--- src/rtl/bram_arb_pkg.sv ---
// rtl/bram_arb_pkg.sv - shared state encoding, requester IDs and defaults for the BRAM port-A arbiter
package bram_arb_pkg;

    typedef enum logic [1:0] {
        IDLE  = 2'd0,
        ISSUE = 2'd1,
        WAIT  = 2'd2,
        RESP  = 2'd3
    } state_t;

    localparam logic REQ_CPU = 1'b0;
    localparam logic REQ_DMA = 1'b1;

    localparam int READ_LAT_DEF  = 1;
    localparam int MAX_BURST_DEF = 16;

endpackage

--- src/rtl/bram_rr_picker.sv ---
// rtl/bram_rr_picker.sv - combinational 2-way round-robin choice with a requester-1 lock override
module bram_rr_picker
    import bram_arb_pkg::*;
(
    input  logic req0_i,
    input  logic req1_i,
    input  logic last_grant_i,
    input  logic lock_i,
    output logic valid_o,
    output logic grant_o
);

    // Lock keeps requester 1 on the port; otherwise a tie goes to whoever did not win last.
    always_comb begin
        valid_o = req0_i | req1_i;
        grant_o = REQ_CPU;
        if (lock_i && req1_i) begin
            grant_o = REQ_DMA;
        end else if (req0_i && req1_i) begin
            grant_o = ~last_grant_i;
        end else if (req1_i) begin
            grant_o = REQ_DMA;
        end
    end

endmodule

--- src/rtl/bram_port_arbiter.sv ---
// rtl/bram_port_arbiter.sv - round-robin sharing of BRAM port A between CPU and DMA; burst lock under BRAM_ARB_BURST_EN
module bram_port_arbiter
    import bram_arb_pkg::*;
#(
    parameter int AW        = 16,
    parameter int DW        = 8,
    parameter int READ_LAT  = READ_LAT_DEF,
    parameter int MAX_BURST = MAX_BURST_DEF
) (
    input  logic          i_clk,
    input  logic          i_rst_n,
    input  logic          i_req0,
    input  logic          i_req1,
    input  logic          i_we0,
    input  logic          i_we1,
    input  logic [AW-1:0] i_addr0,
    input  logic [AW-1:0] i_addr1,
    input  logic [DW-1:0] i_wdata0,
    input  logic [DW-1:0] i_wdata1,
    input  logic          i_lock1,
    output logic          o_ack0,
    output logic          o_ack1,
    output logic [DW-1:0] o_rdata,
    output logic          o_bram_en,
    output logic          o_bram_we,
    output logic [AW-1:0] o_bram_addr,
    output logic [DW-1:0] o_bram_din,
    input  logic [DW-1:0] i_bram_dout,
    output logic          o_busy
);

    state_t        state_q, state_d;
    logic          grant_q, grant_d;
    logic          last_grant_q, last_grant_d;
    logic          wr_q, wr_d;
    logic [1:0]    cnt_q, cnt_d;
    logic          en_q, en_d;
    logic          we_q, we_d;
    logic [AW-1:0] addr_q, addr_d;
    logic [DW-1:0] din_q, din_d;
    logic [DW-1:0] rdata_q, rdata_d;
    logic          ack0_q, ack0_d;
    logic          ack1_q, ack1_d;

    logic          pick_valid;
    logic          pick_grant;
    logic          pick_lock;

`ifdef BRAM_ARB_BURST_EN
    localparam logic [4:0] MAX_B5 = 5'(MAX_BURST);
    logic          lock_q, lock_d;
    logic [4:0]    bcnt_q, bcnt_d;
    assign pick_lock = lock_q;
`else
    logic          unused_cfg;
    assign unused_cfg = i_lock1 | (MAX_BURST != 0);
    assign pick_lock  = 1'b0;
`endif

    bram_rr_picker u_picker (
        .req0_i       (i_req0),
        .req1_i       (i_req1),
        .last_grant_i (last_grant_q),
        .lock_i       (pick_lock),
        .valid_o      (pick_valid),
        .grant_o      (pick_grant)
    );

    // Access sequencer: grant in IDLE, one enable cycle in ISSUE, read-latency wait, ack in RESP.
    always_comb begin
        state_d      = state_q;
        grant_d      = grant_q;
        last_grant_d = last_grant_q;
        wr_d         = wr_q;
        cnt_d        = cnt_q;
        en_d         = en_q;
        we_d         = we_q;
        addr_d       = addr_q;
        din_d        = din_q;
        rdata_d      = rdata_q;
        ack0_d       = 1'b0;
        ack1_d       = 1'b0;
`ifdef BRAM_ARB_BURST_EN
        lock_d       = lock_q;
        bcnt_d       = bcnt_q;
`endif
        case (state_q)
            IDLE: begin
                if (pick_valid) begin
                    grant_d      = pick_grant;
                    last_grant_d = pick_grant;
                    en_d         = 1'b1;
                    if (pick_grant == REQ_DMA) begin
                        we_d   = i_we1;
                        wr_d   = i_we1;
                        addr_d = i_addr1;
                        din_d  = i_wdata1;
                    end else begin
                        we_d   = i_we0;
                        wr_d   = i_we0;
                        addr_d = i_addr0;
                        din_d  = i_wdata0;
                    end
                    state_d = ISSUE;
`ifdef BRAM_ARB_BURST_EN
                    if (pick_grant == REQ_DMA) begin
                        bcnt_d = bcnt_q + 5'd1;
                    end else begin
                        bcnt_d = 5'd0;
                        lock_d = 1'b0;
                    end
`endif
                end
            end
            ISSUE: begin
                en_d = 1'b0;
                we_d = 1'b0;
                if (wr_q) begin
                    state_d = RESP;
                end else begin
                    cnt_d = 2'(READ_LAT - 1);
                    state_d = (READ_LAT <= 1) ? RESP : WAIT;
                end
            end
            WAIT: begin
                cnt_d = cnt_q - 2'd1;
                if (cnt_q == 2'd1) begin
                    state_d = RESP;
                end
            end
            RESP: begin
                state_d = IDLE;
`ifdef BRAM_ARB_BURST_EN
                if (grant_q == REQ_DMA) begin
                    if (i_lock1 && (bcnt_q < MAX_B5)) begin
                        lock_d = 1'b1;
                    end else begin
                        lock_d = 1'b0;
                        bcnt_d = 5'd0;
                    end
                end
`endif
            end
            default: state_d = IDLE;
        endcase

        // The ack and read capture happen on the edge that enters RESP.
        if (state_d == RESP && state_q != RESP) begin
            ack0_d = (grant_q == REQ_CPU);
            ack1_d = (grant_q == REQ_DMA);
            if (!wr_q) begin
                rdata_d = i_bram_dout;
            end
        end
    end

    // State and output registers; reset aborts any in-flight access immediately.
    always_ff @(posedge i_clk or negedge i_rst_n) begin
        if (!i_rst_n) begin
            state_q      <= IDLE;
            grant_q      <= REQ_CPU;
            last_grant_q <= REQ_DMA;
            wr_q         <= 1'b0;
            cnt_q        <= 2'd0;
            en_q         <= 1'b0;
            we_q         <= 1'b0;
            addr_q       <= '0;
            din_q        <= '0;
            rdata_q      <= '0;
            ack0_q       <= 1'b0;
            ack1_q       <= 1'b0;
`ifdef BRAM_ARB_BURST_EN
            lock_q       <= 1'b0;
            bcnt_q       <= 5'd0;
`endif
        end else begin
            state_q      <= state_d;
            grant_q      <= grant_d;
            last_grant_q <= last_grant_d;
            wr_q         <= wr_d;
            cnt_q        <= cnt_d;
            en_q         <= en_d;
            we_q         <= we_d;
            addr_q       <= addr_d;
            din_q        <= din_d;
            rdata_q      <= rdata_d;
            ack0_q       <= ack0_d;
            ack1_q       <= ack1_d;
`ifdef BRAM_ARB_BURST_EN
            lock_q       <= lock_d;
            bcnt_q       <= bcnt_d;
`endif
        end
    end

    assign o_ack0      = ack0_q;
    assign o_ack1      = ack1_q;
    assign o_rdata     = rdata_q;
    assign o_bram_en   = en_q;
    assign o_bram_we   = we_q;
    assign o_bram_addr = addr_q;
    assign o_bram_din  = din_q;
    assign o_busy      = (state_q != IDLE);

endmodule

--- config.mk ---
export PLATFORM = sky130hd
export DESIGN_NAME = bram_port_arbiter
export DESIGN_NICKNAME = d
export VERILOG_FILES = /design/src/rtl/bram_arb_pkg.sv /design/src/rtl/bram_rr_picker.sv /design/src/rtl/bram_port_arbiter.sv
export SDC_FILE = /design/constraint.sdc
export NUM_CORES = 1
export LEC_CHECK = 0
export CAP_MARGIN = 0
export CORE_MARGIN = 2
export CORE_UTILIZATION = 43
export DETAILED_ROUTE_END_ITERATION = 10
export HOLD_SLACK_MARGIN = 0.1
export MAX_ROUTING_LAYER = met4
export PLACE_DENSITY_LB_ADDON = 0.3
export SETUP_SLACK_MARGIN = 0.2
export SYNTH_ARGS = -nofsm -noshare
export SYNTH_HDL_FRONTEND = slang
export SYNTH_HIERARCHICAL = 1
export SYNTH_SLANG_ARGS = --single-unit
--- constraint.sdc ---
create_clock -name i_clk -period 6.6 [get_ports i_clk]
set_clock_uncertainty 0.2 [all_clocks]
set_input_delay 1.32 -clock i_clk [delete_from_list [all_inputs] [get_ports i_clk]]
set_output_delay 1.32 -clock i_clk [all_outputs]
set_load 0.01 [all_outputs]
Yosys cells after proc, flatten, opt, wreduce, memory -nomap -nowiden
Cells that the tools add are included.
- flip-flop bits (word level): 43
- output and inout port bits: 37
- equal/unequal tests: 8
- reduce and logical (&&, ||, !) cells: 10
- muxes and demuxes: 16
- bitwise gates (word level): 4
- $add $sub $neg: 1
- operators with widths (operator ; count):
    two-way mux 16 bit ; 1
    two-way mux 8 bit ; 1
    case mux 2 bit (4 select lines) ; 1
    AND reduction 2 bit ; 4
    two-way mux 1 bit ; 7
    equality test 2 bit, second input constant ; 3
    two-way mux 2 bit ; 3
    inequality test 2 bit, second input constant ; 3
    nonzero test 2 bit ; 3
    equality test 2 x 1 -> 1 bit, second input constant ; 2
    case mux 1 bit (2 select lines) ; 2
    case mux 2 bit (2 select lines) ; 1
    NOT 1 bit ; 3
    logical AND 1 bit ; 2
    zero test 2 bit ; 1
    subtractor 2 x 1 -> 2 bit, second input constant ; 1
    bitwise OR 1 bit ; 1

Logic depth before layout (Yosys ltp)
- word-level depth: 6
- mapped depth: 7

Cells and area by module
The synthesis kept the hierarchy.
- modules (own cells, without submodules) (module ; cells each ; seq. area each (µm²) ; area each (µm²) ; instances):
    bram_port_arbiter ; 173 ; 1077.3 ; 1945.6 ; 1
    bram_rr_picker ; 4 ; 0.0 ; 20.0 ; 1

Worst setup path after synthesis
Ideal clock, no wire load.
- path kind: in2reg
- start point: input i_req0
- end point: register rdata_q[0], in the netlist o_rdata[0]
- path slack: 3888 ps
- required time: 6275 ps
- data arrival time: 2387 ps
- stages on the path: 4
- path through: or2_1 > nor3b_1 > nor4_4 > mux2_2
- word-level cells in the longest chain between the ends: 6
- ends and longest elaborated chain (element ; line ; RTL):
    start, declared ; bram_port_arbiter.sv:12 ; input logic i_req0,
    bitwise OR 1 bit ; bram_rr_picker.sv:15 ; valid_o = req0_i | req1_i;
    two-way mux 2 bit ; bram_port_arbiter.sv:89 ; if (pick_valid) begin
    case mux 2 bit (4 select lines) ; bram_port_arbiter.sv:87 ; case (state_q)
    equality test 2 bit ; bram_port_arbiter.sv:148 ; if (state_d == RESP && state_q != RESP) begin
    logical AND 1 bit ; bram_port_arbiter.sv:148 ;
    AND reduction 2 bit (no source line) ; - ;
    end signal, assigned ; bram_port_arbiter.sv:186 ; rdata_q <= rdata_d;
    end, declared ; bram_port_arbiter.sv:41 ; logic [DW-1:0] rdata_q, rdata_d;
No other way between the ends.
A chain may end at the register's enable or synchronous reset.

Final worst setup path
- start point: input i_req1
- end point: register we_q, in the netlist o_bram_we
- word-level cells in the longest chain between the ends: 5
- ends and longest elaborated chain (element ; line ; RTL):
    start, declared ; bram_port_arbiter.sv:13 ; input logic i_req1,
    two-way mux 1 bit or logical AND 1 bit (tied branches) ; bram_rr_picker.sv:21, bram_rr_picker.sv:19 ;
    two-way mux 1 bit (*) ; bram_rr_picker.sv:19 ; end else if (req0_i && req1_i) begin
    via pick_grant ; bram_port_arbiter.sv:46 ; logic pick_grant;
    two-way mux 1 bit (*) ; bram_port_arbiter.sv:93 ; if (pick_grant == REQ_DMA) begin
    two-way mux 1 bit (*) ; bram_port_arbiter.sv:89 ;
    case mux 1 bit (2 select lines) (*) ; bram_port_arbiter.sv:87 ;
    end signal, assigned ; bram_port_arbiter.sv:183 ; we_q <= we_d;
    end, declared ; bram_port_arbiter.sv:38 ; logic we_q, we_d;
The timed path passes the listed nets; every way through them passes the cells marked *. The select of a mux whose other input is x is not followed.

==> metrics.yaml <==
status: "completed"
syn_avg_cell_area_um2: 11.1
cts_tree: "built"
syn_nets: 245
hold_ws_ps: 308
endpoint_kind: "flop"
dp_hpwl_um: 3320
h-tree-depth: 2
grt_util_met1_pct: 22.3
nets: 341
die_x_um: 71.6
max_slew_margin_pct: 24.9
path_buf_inv: 2
crit_required_ps: 6590
hold_violations: 0
hold_path.class: "reg2reg"
setup_ws_ps: 3210
grt_max_degree: 54
drcViolationCount: 0
ios: 100
p_clk_share_pct: 14.1
synth_edf_count: 0
max-vdd-ir-drop_mv: 0.184
cp_max_fo: 26
hold_buffers: 0
netlist_area_um2: 1970
seqPwrFrac_pct: 35.8
vias: 1595
yosysMostFrequentCell: "dfrtp_1"
path_cells: "clkdlybuf4s50_1 > inv_1 > a31oi_4 > mux2i_1 > o22ai_1 > a22o_1"
n_antenna_cell: 0
power_leakage_uw: 0.00132
drive_above_1_share_pct: 8.03
maxCapViolCount: 0
grt_overflow: 0
design_power_total_uw: 1300
powerDensity_nw_per_um2: 421
synth_cells: 177
viasPerCell: 4.89
synthTopCellsByArea: "dfrtp_1, mux2i_1, a21oi_1"
placed_cells: 318
grtUsageTotal_pct: 19.4
cts.sinks: 43
avgRoutedWirePerCell_um: 13.8
switching_power_uw: 447
dieArea_um2: 5130
synth.distinct_cells: 26
core_um2: 4380
cts_buffers: 5
fin_crit_sh_pct: 51.3
grt_pass1_vias: 1647
clkTransAtPathRegs_ps: 80
critPathKind: "in2reg"
drtIter0Drc: 85
rows: 24
clock_latency_ps: 290
wl_um: 4500
met2_usage_pct: 32.8
seq_area_frac_synth_pct: 54.8
finalSetupViolCount: 0
area_growth_pct: 57.0
synth_flop_cell: "dfrtp_1"
rsz0062_at_grt: "false"
cts_resized: 0
drv_slew: 0
synth.yosys.warnings: 6
start_util_pct: 44.8
gp_congestion: 0.784
netlist.top_cell.by_area: "dfrtp_1"
drt-pass1-iter-count: 4
register_area_um2: 1080
synthTopCellsByCount: "dfrtp_1, a21oi_1, nor2_1, mux2i_1, inv_1"
tightest_slew_ps: 1130
use_met3_pct: 5.63
swShare_pct: 34.4
async_flop_share_pct: 100
power.share.combinational_pct: 50.1
cts_root_buf: "clkbuf_8"
p_int_uw: 852
die_y_um: 71.6
post_cts_buffers: 0
port-buffer-count: 98
max_freq_mhz: 295
crit_arrival_ps: 3370
busiest_layer: "met2"
finalNonFillerCells: 326
synth-seq-cells: 43
nFillCells: 344
yosys.area.top_type_share_pct: 53.5
critPathTopFamily: "compound AO/OA/AOI/OAI gates"
cp_slowest_cell: "a31oi_4"
grt_pass1_wl_um: 7520
place_ws_ps: 2860
ant_nets: 0
period_needed_ps: 3390
cts_buffer_depth: 2
worstSetupStartpointType: "input port"
grt_antenna_before_repair: 0
slowest_delay_ps: 870
multi_input_area_um2: 830
final.setup.tns_ps: 0
placed cells by master, fill, tap and decap left out, types with 3 or more instances in the layout:
cell | synthesis | routed
inv_1 | 10 | 10
nor2_1 | 26 | 26
a21oi_1 | 26 | 26
ha_1 | 5 | 5
mux2_2 | 9 | 9
mux2i_1 | 25 | 25
o21ai_0 | 3 | 3
clkdlybuf4s50_1 | 0 | 97
dfrtp_1 | 42 | 42
clkbuf_8 | 0 | 7
per-layer routing:
metal  vias to the layer above  routed length [µm]  share of wire (%)
li1                        792                   -                  -
met1                       742                1770                 39
met2                        52                2350                 52
met3                         9                 281                6.3
met4                         0                  92                2.0
met5                         -                   0                  0
worst paths after layout:
path | end | cells after the start | startpoint | slack, ps
max | o_bram_we | 6 | i_req1 | 3210
min | o_rdata[5] | 1 | o_rdata[5] | 310
max reg2reg | o_rdata[3] | 5 | state_q[0] | 4170
min reg2reg | o_rdata[5] | 1 | o_rdata[5] | 310
max in group asynchronous | o_bram_addr[10] | 1 | i_rst_n | 4640
min in group asynchronous | o_bram_en | 1 | i_rst_n | 970
power groups by stage:
stage | Sequential (µW) | Combinational (µW) | Clock (µW)
2_1_floorplan | 516 | 285 | 0
3_3_place_gp | 465 | 637 | 0
3_5_place_dp | 472 | 657 | 0
4_1_cts | 467 | 661 | 189
5_1_grt | 485 | 711 | 199
6_report | 466 | 651 | 183
state kept, by name (all words and copies together), names as in the netlist:
name / count
cnt_q: 2
o_ack1: 1
o_bram_din: 8
o_rdata: 8
o_bram_en: 1
grant_q: 1
o_bram_addr: 16
wr_q: 1
state_q: 2
last_grant_q: 1
o_bram_we: 1
o_ack0: 1
layout make-up:
cell class	instances	area share, %
multi-input combinational	115	26.9
clock buffer	8	3.24
inverter	10	1.22
timing repair buffer	98	31.6
tap	52	2.11
sequential	43	34.9
stage by stage:
step / instance area, µm² / utilization, %
after floorplan: 1970 / -
after global placement: 2990 / 68.1
after detailed placement: 2990 / 68.1
after CTS: 3090 / 70.4
after global routing: 3090 / 70.4
final: 3090 / 70.4
kinds of logic after synthesis:
group           synth area share (%)
flops                           54.8
simple gates                    10.8
compound gates                  9.29
mux                             17.9
buf+inv                         3.82
fa+ha+maj                       3.18
other cells                    0.191
worst reg2reg max path: cells and delay by family (launching register included):
kind          cells  cell delay [ps]
flops             1              440
simple gates      2              840
mux               1              400
fa+ha+maj         1              340
buf+inv           1               90
No activity file was read; power rests on OpenSTA's default activity.
